`config.mk`:
```
export PLATFORM = sky130hd
export DESIGN_NAME = mux32_32x1_reg
export DESIGN_NICKNAME = d
export VERILOG_FILES = /design/src/rtl/mux32_32x1_reg_pkg.sv /design/src/rtl/mux32_2x1.sv /design/src/rtl/mux32_32x1_reg.sv
export SDC_FILE = /design/constraint.sdc
export NUM_CORES = 1
export LEC_CHECK = 0
export CORE_AREA = 4 4 413 415
export DETAILED_ROUTE_END_ITERATION = 12
export DIE_AREA = 0 0 417 419
export SLEW_MARGIN = 20
export SYNTH_ARGS = -nofsm -noshare
export SYNTH_HDL_FRONTEND = slang
export SYNTH_SLANG_ARGS = --single-unit
```
`constraint.sdc`:
```
create_clock -name CLK -period 1.7 [get_ports CLK]
set_input_delay 0.255 -clock CLK [delete_from_list [all_inputs] [get_ports CLK]]
set_output_delay 0.255 -clock CLK [all_outputs]
set_load 0.005 [all_outputs]
```
`src/rtl/mux32_32x1_reg_pkg.sv`:
```
// ---------------------------------------------------------------------------
// mux32_32x1_reg_pkg
// Shared definitions for the registered 32-to-1 word multiplexer.
//   DATA_INDEX_LIMIT : index of the most significant data bit
//   DATA_WIDTH       : width of every data word
//   SEL_WIDTH        : select width; the tree has 2**SEL_WIDTH leaves
//   tree_level_base  : first slot of a tree level in the flat node array
// ---------------------------------------------------------------------------
package mux32_32x1_reg_pkg;

  localparam int DATA_INDEX_LIMIT = 31;
  localparam int DATA_WIDTH       = DATA_INDEX_LIMIT + 1;
  localparam int SEL_WIDTH        = 5;
  localparam int NUM_INPUTS       = 2 ** SEL_WIDTH;

  // Nodes are stored level by level: level 0 holds the 32 input words,
  // level 1 the 16 leaf-mux outputs, and so on up to the single root at
  // level SEL_WIDTH. Level k starts at 2*N - (2*N >> k).
  function automatic int tree_level_base(input int num_leaves, input int level);
    return (2 * num_leaves) - ((2 * num_leaves) >> level);
  endfunction

endpackage

```
`src/rtl/mux32_2x1.sv`:
```
// ---------------------------------------------------------------------------
// mux32_2x1
// Two-input word multiplexer used as the building block of the select tree.
//   I0 : input  [DATA_WIDTH-1:0]  word passed when S = 0
//   I1 : input  [DATA_WIDTH-1:0]  word passed when S = 1
//   S  : input                    select
//   Y  : output [DATA_WIDTH-1:0]  selected word (combinational)
// ---------------------------------------------------------------------------
module mux32_2x1
  import mux32_32x1_reg_pkg::*;
#(
  parameter int WIDTH = DATA_WIDTH
) (
  input  logic [WIDTH-1:0] I0,
  input  logic [WIDTH-1:0] I1,
  input  logic             S,
  output logic [WIDTH-1:0] Y
);

  assign Y = S ? I1 : I0;

endmodule

```
`src/rtl/mux32_32x1_reg.sv`:
```
// ---------------------------------------------------------------------------
// mux32_32x1_reg
// Registered 32-bit, 32-to-1 multiplexer. A five-level tree of 2:1 word
// muxes selects I[S]; the result is captured in a single output register,
// so Y reflects the inputs sampled at the previous rising edge.
//   CLK     : input                     system clock, rising edge
//   RST     : input                     synchronous active-high reset (Y <= 0)
//   S       : input  [SEL_WIDTH-1:0]    select, S = n picks In
//   I0..I31 : input  [DATA_WIDTH-1:0]   data words
//   Y       : output [DATA_WIDTH-1:0]   registered selected word
// ---------------------------------------------------------------------------
module mux32_32x1_reg
  import mux32_32x1_reg_pkg::*;
#(
  parameter int DATA_WIDTH = mux32_32x1_reg_pkg::DATA_WIDTH,
  parameter int SEL_WIDTH  = mux32_32x1_reg_pkg::SEL_WIDTH
) (
  input  logic                  CLK,
  input  logic                  RST,
  input  logic [SEL_WIDTH-1:0]  S,
  input  logic [DATA_WIDTH-1:0] I0,  I1,  I2,  I3,  I4,  I5,  I6,  I7,
  input  logic [DATA_WIDTH-1:0] I8,  I9,  I10, I11, I12, I13, I14, I15,
  input  logic [DATA_WIDTH-1:0] I16, I17, I18, I19, I20, I21, I22, I23,
  input  logic [DATA_WIDTH-1:0] I24, I25, I26, I27, I28, I29, I30, I31,
  output logic [DATA_WIDTH-1:0] Y
);

  localparam int LEAVES     = 2 ** SEL_WIDTH;
  localparam int NODE_COUNT = 2 * LEAVES - 1;
  localparam int ROOT       = NODE_COUNT - 1;

  logic [DATA_WIDTH-1:0] node [NODE_COUNT];
  logic [DATA_WIDTH-1:0] y_d;
  logic [DATA_WIDTH-1:0] y_q;

  // Level 0 of the tree is the raw input words in select order.
  assign node[0]  = I0;   assign node[1]  = I1;
  assign node[2]  = I2;   assign node[3]  = I3;
  assign node[4]  = I4;   assign node[5]  = I5;
  assign node[6]  = I6;   assign node[7]  = I7;
  assign node[8]  = I8;   assign node[9]  = I9;
  assign node[10] = I10;  assign node[11] = I11;
  assign node[12] = I12;  assign node[13] = I13;
  assign node[14] = I14;  assign node[15] = I15;
  assign node[16] = I16;  assign node[17] = I17;
  assign node[18] = I18;  assign node[19] = I19;
  assign node[20] = I20;  assign node[21] = I21;
  assign node[22] = I22;  assign node[23] = I23;
  assign node[24] = I24;  assign node[25] = I25;
  assign node[26] = I26;  assign node[27] = I27;
  assign node[28] = I28;  assign node[29] = I29;
  assign node[30] = I30;  assign node[31] = I31;

  // Each level halves the candidate set using one select bit, LSB first,
  // so pair (2j, 2j+1) at level k is resolved by S[k] and the root by the MSB.
  for (genvar lvl = 0; lvl < SEL_WIDTH; lvl++) begin : g_level
    localparam int SRC_BASE = tree_level_base(LEAVES, lvl);
    localparam int DST_BASE = tree_level_base(LEAVES, lvl + 1);
    for (genvar j = 0; j < (LEAVES >> (lvl + 1)); j++) begin : g_mux
      mux32_2x1 #(
        .WIDTH(DATA_WIDTH)
      ) u_mux (
        .I0(node[SRC_BASE + 2 * j]),
        .I1(node[SRC_BASE + 2 * j + 1]),
        .S (S[lvl]),
        .Y (node[DST_BASE + j])
      );
    end
  end

  // The tree root is the only thing the output register ever sees.
  always_comb begin
    y_d = node[ROOT];
  end

  // Output register; reset wins over any data or select activity.
  always_ff @(posedge CLK) begin
    if (RST) begin
      y_q <= '0;
    end else begin
      y_q <= y_d;
    end
  end

  assign Y = y_q;

endmodule

```
==> results of run 1 <==
[layout make-up]
type                            count  area [sq um]
Inverter                            1         6.256
Multi-Input combinational cell    529          8034
Tap cell                         2204          2758
Timing Repair Buffer             1329         13480
Clock buffer                        5         125.1
Antenna cell                       28         70.07
Sequential cell                    32         643.1
Clock inverter                      3         23.77
Fill cell                       18710        141500
[power by group]
part | internal (W) | switching [W] | total, W | leakage (nW)
Combinational | 0.00416 | 0.00259 | 0.00675 | 8.40
Clock | 0.000551 | 0.000566 | 0.00112 | 0.0662
Sequential | 0.000831 | 0.0000650 | 0.000896 | 0.268
Total | 0.00554 | 0.00322 | 0.00876 | 8.74
[worst max-delay path, cell delays in order]
cell and delay, ns:
buf_16 0.14, buf_16 0.16, buf_12 0.13, buf_6 0.09, mux4_2 0.53, a22oi_2 0.52
a31oi_1 0.15
[cells in the mapped netlist]
master     instances  share of area, %
o2111ai_1          9              0.88
clkbuf_1          27               1.1
o21ai_1            8              0.45
mux4_2           218                55
a22oi_1           32               2.7
o21ai_0           15              0.84
nand2_1           18              0.76
nor2b_1            2              0.14
mux2i_1          128                14
inv_1              1             0.042
a221oi_1          23               2.3
a221o_1           32               3.6
dfxtp_1           32               7.2
and2_1             1             0.070
mux4_1             6               1.8
buf_2             28               1.6
nor2_1             4              0.17
a31oi_1           32               2.2
nor2b_2            1             0.098
buf_12             2              0.45
buf_6             16               2.0
clkbuf_4           1             0.084
buf_4             24               2.0
[timing repair]
item	in CTS	in global routing
hold endpoints to repair	0	0
gates resized for setup	123	45
endpoints found under the setup margin	37	34
gates cloned	4	0
setup buffers	29	27
pin swaps	24	21
[cell families after synthesis]
logic type / after synthesis / synth area share (%)
AOI/OAI and AO/OA: 151 / 12.98
and+or+nand+nor: 26 / 1.236
DFF: 32 / 7.191
muxes: 352 / 71.26
buffers and inverters: 99 / 7.331
[layer usage]
metal	global-route usage (%)	wire, microns	vias up
met5	0	432	-
met2	25.12	65380	854
met4	2.187	2165	70
li1	-	-	5564
met3	4.884	12150	183
met1	17.12	52060	6694
[worst max path at each step]
stage | endpoint | depth (start not counted)
floorplan | Y[18] | 6
global placement | Y[18] | 7
detailed placement | Y[18] | 7
CTS | Y[18] | 1
global route | Y[18] | 7
finish | Y[18] | 7
[metrics by stage]
stage	total power (W)	utilization [%]
after floorplan	0.002722	-
after global placement	0.007401	14.25
after detailed placement	0.007380	14.25
after CTS	0.008940	14.83
after global routing	0.009215	15.05
final	0.008764	15.08
==> flow_summary.yaml, run 1 <==
setup_path:
  critPathArrivalTime_ns: 2.03
  critPathKind: "primary input to flop"
  worstPathMaxFanout: 7
  crit_required_ns: 1.89
  crit_path_end_kind: "flop"
  startpoint: "S[1]"
  start_kind: "primary input"
layout:
  layout.nets: 2929
  final_cell_count_no_fill: 4131
  syn_to_final_growth_pct: 182.1
  reg.largest.list: "Y (32)"
  largest_register_ffs: 32
  regMostFlops: "Y"
  design_area_sq_um: 25140
  drive_gt1_share_pct: 30.65
  final_cell_mix: "1033 x clkdlybuf4s50_1, 221 x mux4_2, 193 x buf_4"
  layout_commonest_cell: "clkdlybuf4s50_1"
place:
  dp_hpwl_mm: 119.6
  preCtsSetupSlack_ns: -1.178
  place.gp.congestion: 0.9673
  dp_cells: 4039
  placed_cell_area_sq_um: 23750
  port-buffer-count: 1062
sta:
  drv_slew: 0
  tightestPinTransition_ns: 1.046
  hold_slack_ns: 0.3140
  rsz0062_at_grt: "true"
  fin_setup_tns_ns: -1.911
  fin_crit_sh_pct: 108.4
  max-slew-margin-rel_pct: 30.28
  fin_crit_ns: 1.842
  max_freq_mhz: 542.8
  hold_viol_final: 0
  setup_ws_ns: -0.1422
  setup_viol: 30
routing:
  vias: 13370
  wl_per_cell_microns: 32.00
  viasPerCell: 3.235
  firstDrtPassIters: 5
  drt_wl_total_mm: 132.2
  route.antenna.remaining_nets: 0
  drt_iter0_drc: 932
  drc: 0
synth:
  avgSynthCellArea_sq_um: 13.50
  ys_ff_latch: 32
  synthCells: 660
  syn-cell-area_sq_um: 8909
  yosys_warnings: 0
  synth.distinct_cells: 23
  synth_nets: 1691
  seq_area_frac_synth_pct: 7.191
power:
  p_per_area_nw_per_um2: 348.7
  p_leak_nw: 8.736
  ir_worst_vdd_mv: 0.3302
min_path:
  min_path_type: "primary input to flop"
  hp-start: "S[4]"
  worstHoldEndpoint: "Y[19]"
  hold_depth: 3
clock_network:
  cts-root-buf: "clkbuf_16"
  clock_path_buffers: 2
  clk_pin_slew_worst_paths_ns: 0.08
  cts_hold_buffers: 0
  cts_sinks: 32
  cts_tree: "yes"
  numCtsBuffers: 5
  cts_max_level: 2
global_routing:
  grt_pass1_vias: 14090
  grt_pass1_wl_mm: 160.3
  grt_overflow_total: 0
  antenna_found_initial: 117
  grt_util_all_layers_pct: 14.30
  grt_max_degree: 31
floorplanning:
  fp.dieH_microns: 419
  io_pins: 1063
  die_width_microns: 417
  num_rows: 150
  start_util_pct: 5.345
  die_area_sq_um: 174700
  core_sq_um: 166700
outcome:
  violations: "setup timing"
  status: "finished with violations"
flow_run:
  cap_viol_max_count: 0
No activity file was read; power rests on OpenSTA's default activity.
==> run 2, diff against run 1 <==
--- a/config.mk
+++ b/config.mk
@@ -8,7 +8,8 @@
 export CORE_AREA = 4 4 413 415
 export DETAILED_ROUTE_END_ITERATION = 12
 export DIE_AREA = 0 0 417 419
-export SLEW_MARGIN = 20
+export SLEW_MARGIN = 15
 export SYNTH_ARGS = -nofsm -noshare
 export SYNTH_HDL_FRONTEND = slang
 export SYNTH_SLANG_ARGS = --single-unit
+export TNS_END_PERCENT = 10
==> flow_summary.yaml, run 2 (synthesis gave the netlist of run 1 again) <==
outcome:
  status: "finished with violations"
  violations: "setup timing"
floorplanning:
  io_pins: 1063
  die_area_sq_um: 174700
  start_util_pct: 5.345
  fp.dieH_microns: 419
  core_sq_um: 166700
  num_rows: 150
  die_width_microns: 417
place:
  dp_cells: 4039
  port-buffer-count: 1062
  dp_hpwl_mm: 119.6
  place.gp.congestion: 0.9673
  placed_cell_area_sq_um: 23750
layout:
  largest_register_ffs: 32
  multi_input_area_sq_um: 7985
  syn_to_final_growth_pct: 176.3
  final_cell_count_no_fill: 4089
  drive_gt1_share_pct: 28.53
  final_cell_mix: "1039 x clkdlybuf4s50_1, 219 x mux4_2, 172 x buf_4"
  reg.largest.list: "Y (32)"
  regMostFlops: "Y"
  layout_commonest_cell: "clkdlybuf4s50_1"
  design_area_sq_um: 24620
  layout.nets: 2891
  fillers: 18740
  seqCellArea_sq_um: 641.9
setup_path:
  worst-path-buf-inv: 4
  crit_required_ns: 1.92
  crit_slowest_cell: "mux4_2"
  cp_common_cell: "buf_12"
  max_stage_delay_ns: 0.50
  start_kind: "primary input"
  startpoint: "S[1]"
  path_depth: 8
  critPathKind: "primary input to flop"
  critPathArrivalTime_ns: 2.07
  path_cells: "buf_16 -> buf_12 -> buf_12 -> mux4_2 -> mux2i_1 -> buf_4 -> a221o_1 -> a31oi_1"
  cpLargestDelayFamily: "multiplexers"
  worstPathMaxFanout: 17
  crit_path_end_kind: "flop"
  cp-endpoint: "Y[1]"
global_routing:
  grt_max_degree: 31
  antenna_found_initial: 117
  grt_util_all_layers_pct: 14.26
  grt_pass1_vias: 13980
  grt_overflow_total: 0
  grt_pass1_wl_mm: 159.6
clock_network:
  numCtsBuffers: 5
  cts_tree: "yes"
  cts_max_level: 2
  cts-root-buf: "clkbuf_16"
  cts_sinks: 32
  clk_pin_slew_worst_paths_ns: 0.08
  cts_hold_buffers: 0
  clock_path_buffers: 2
routing:
  vias: 13120
  drt_wl_total_mm: 131.6
  firstDrtPassIters: 5
  viasPerCell: 3.208
  wl_met2_mm: 65.10
  route.antenna.remaining_nets: 0
  drt_iter0_drc: 905
  wl_per_cell_microns: 32.19
  wl_met3_mm: 11.86
  met1_length_mm: 52.20
  routed.top_layer: "met5"
  drc: 0
sta:
  setup_viol: 29
  max_freq_mhz: 540.9
  drv_slew: 0
  hold_viol_final: 0
  fin_crit_ns: 1.849
  rsz0062_at_grt: "true"
  setup_ws_ns: -0.1487
  fin_crit_sh_pct: 108.7
  tightestPinTransition_ns: 1.035
  max-slew-margin-rel_pct: 30.97
power:
  p_per_area_nw_per_um2: 349.9
  p_leak_nw: 8.445
  ir_worst_vdd_mv: 0.3305
min_path:
  hold_depth: 3
  min_path_type: "primary input to flop"
flow_run:
  cap_viol_max_count: 0
==> run 2: changes by cell type in the layout (fill, tap and decap cells not counted), moves of 4 or more <==
cell,change
diode_2,-4
dlymetal6s2s_1,-6
buf_6,-7
mux2i_1,+5
a22oi_1,+4
buf_4,-21
mux2i_2,-6
buf_12,-5
a22oi_2,-4
clkdlybuf4s50_1,+6
==> run 2: how the worst min path moves through the flow <==
stage | start | endpoint | slack (ns)
floorplan | RST | Y[0] | 0.42
global placement | S[4] | Y[19] | 0.66
detailed placement | S[4] | Y[1] | 0.67
CTS | S[4] | Y[1] | 0.29
global route | S[4] | Y[1] | 0.31
finish | S[4] | Y[19] | 0.31
==> run 2: per-stage QoR <==
step | utilization, % | setup slack, ns | hold slack, ns | power, W | setup TNS (ns)
after CTS | 14.72 | -0.1372 | 0.2874 | 0.008888 | -1.439
after global placement | 14.25 | -1.146 | 0.6579 | 0.007401 | -20.47
after floorplan | - | -0.002424 | 0.4158 | 0.002722 | -0.03393
final | 14.77 | -0.1487 | 0.3149 | 0.008614 | -1.554
after global routing | 14.74 | -0.1774 | 0.3138 | 0.009062 | -2.693
after detailed placement | 14.25 | -1.178 | 0.6669 | 0.007380 | -20.48
==> run 2: repair_timing <==
action / in CTS / in global routing
pin swaps: 13 / 2
setup buffers: 15 / 0
gates resized for setup: 110 / 4
cloned: 3 / 0
setup endpoints to repair: 37 / 33
==> run 2: per-layer routing <==
metal	up-vias	track usage, %
li1	5488	-
met1	6591	17.00
met2	778	25.24
met3	189	4.972
met4	70	1.812
met5	-	0
==> run 2: cell type report <==
type / instances / area share (%)
multi-input combinational: 529 / 32.44
sequential: 32 / 2.607
timing repair buffer: 1291 / 52.88
clock buffer: 5 / 0.5082
inverter: 1 / 0.02541
clock inverter: 3 / 0.09656
antenna: 24 / 0.2440
tap: 2204 / 11.20
==> run 2: power by group <==
part	switching (W)	internal [W]	total [W]
clock network	0.000564	0.000551	0.00112
registers	0.0000655	0.000831	0.000896
logic	0.00255	0.00405	0.00660
total	0.00318	0.00543	0.00861
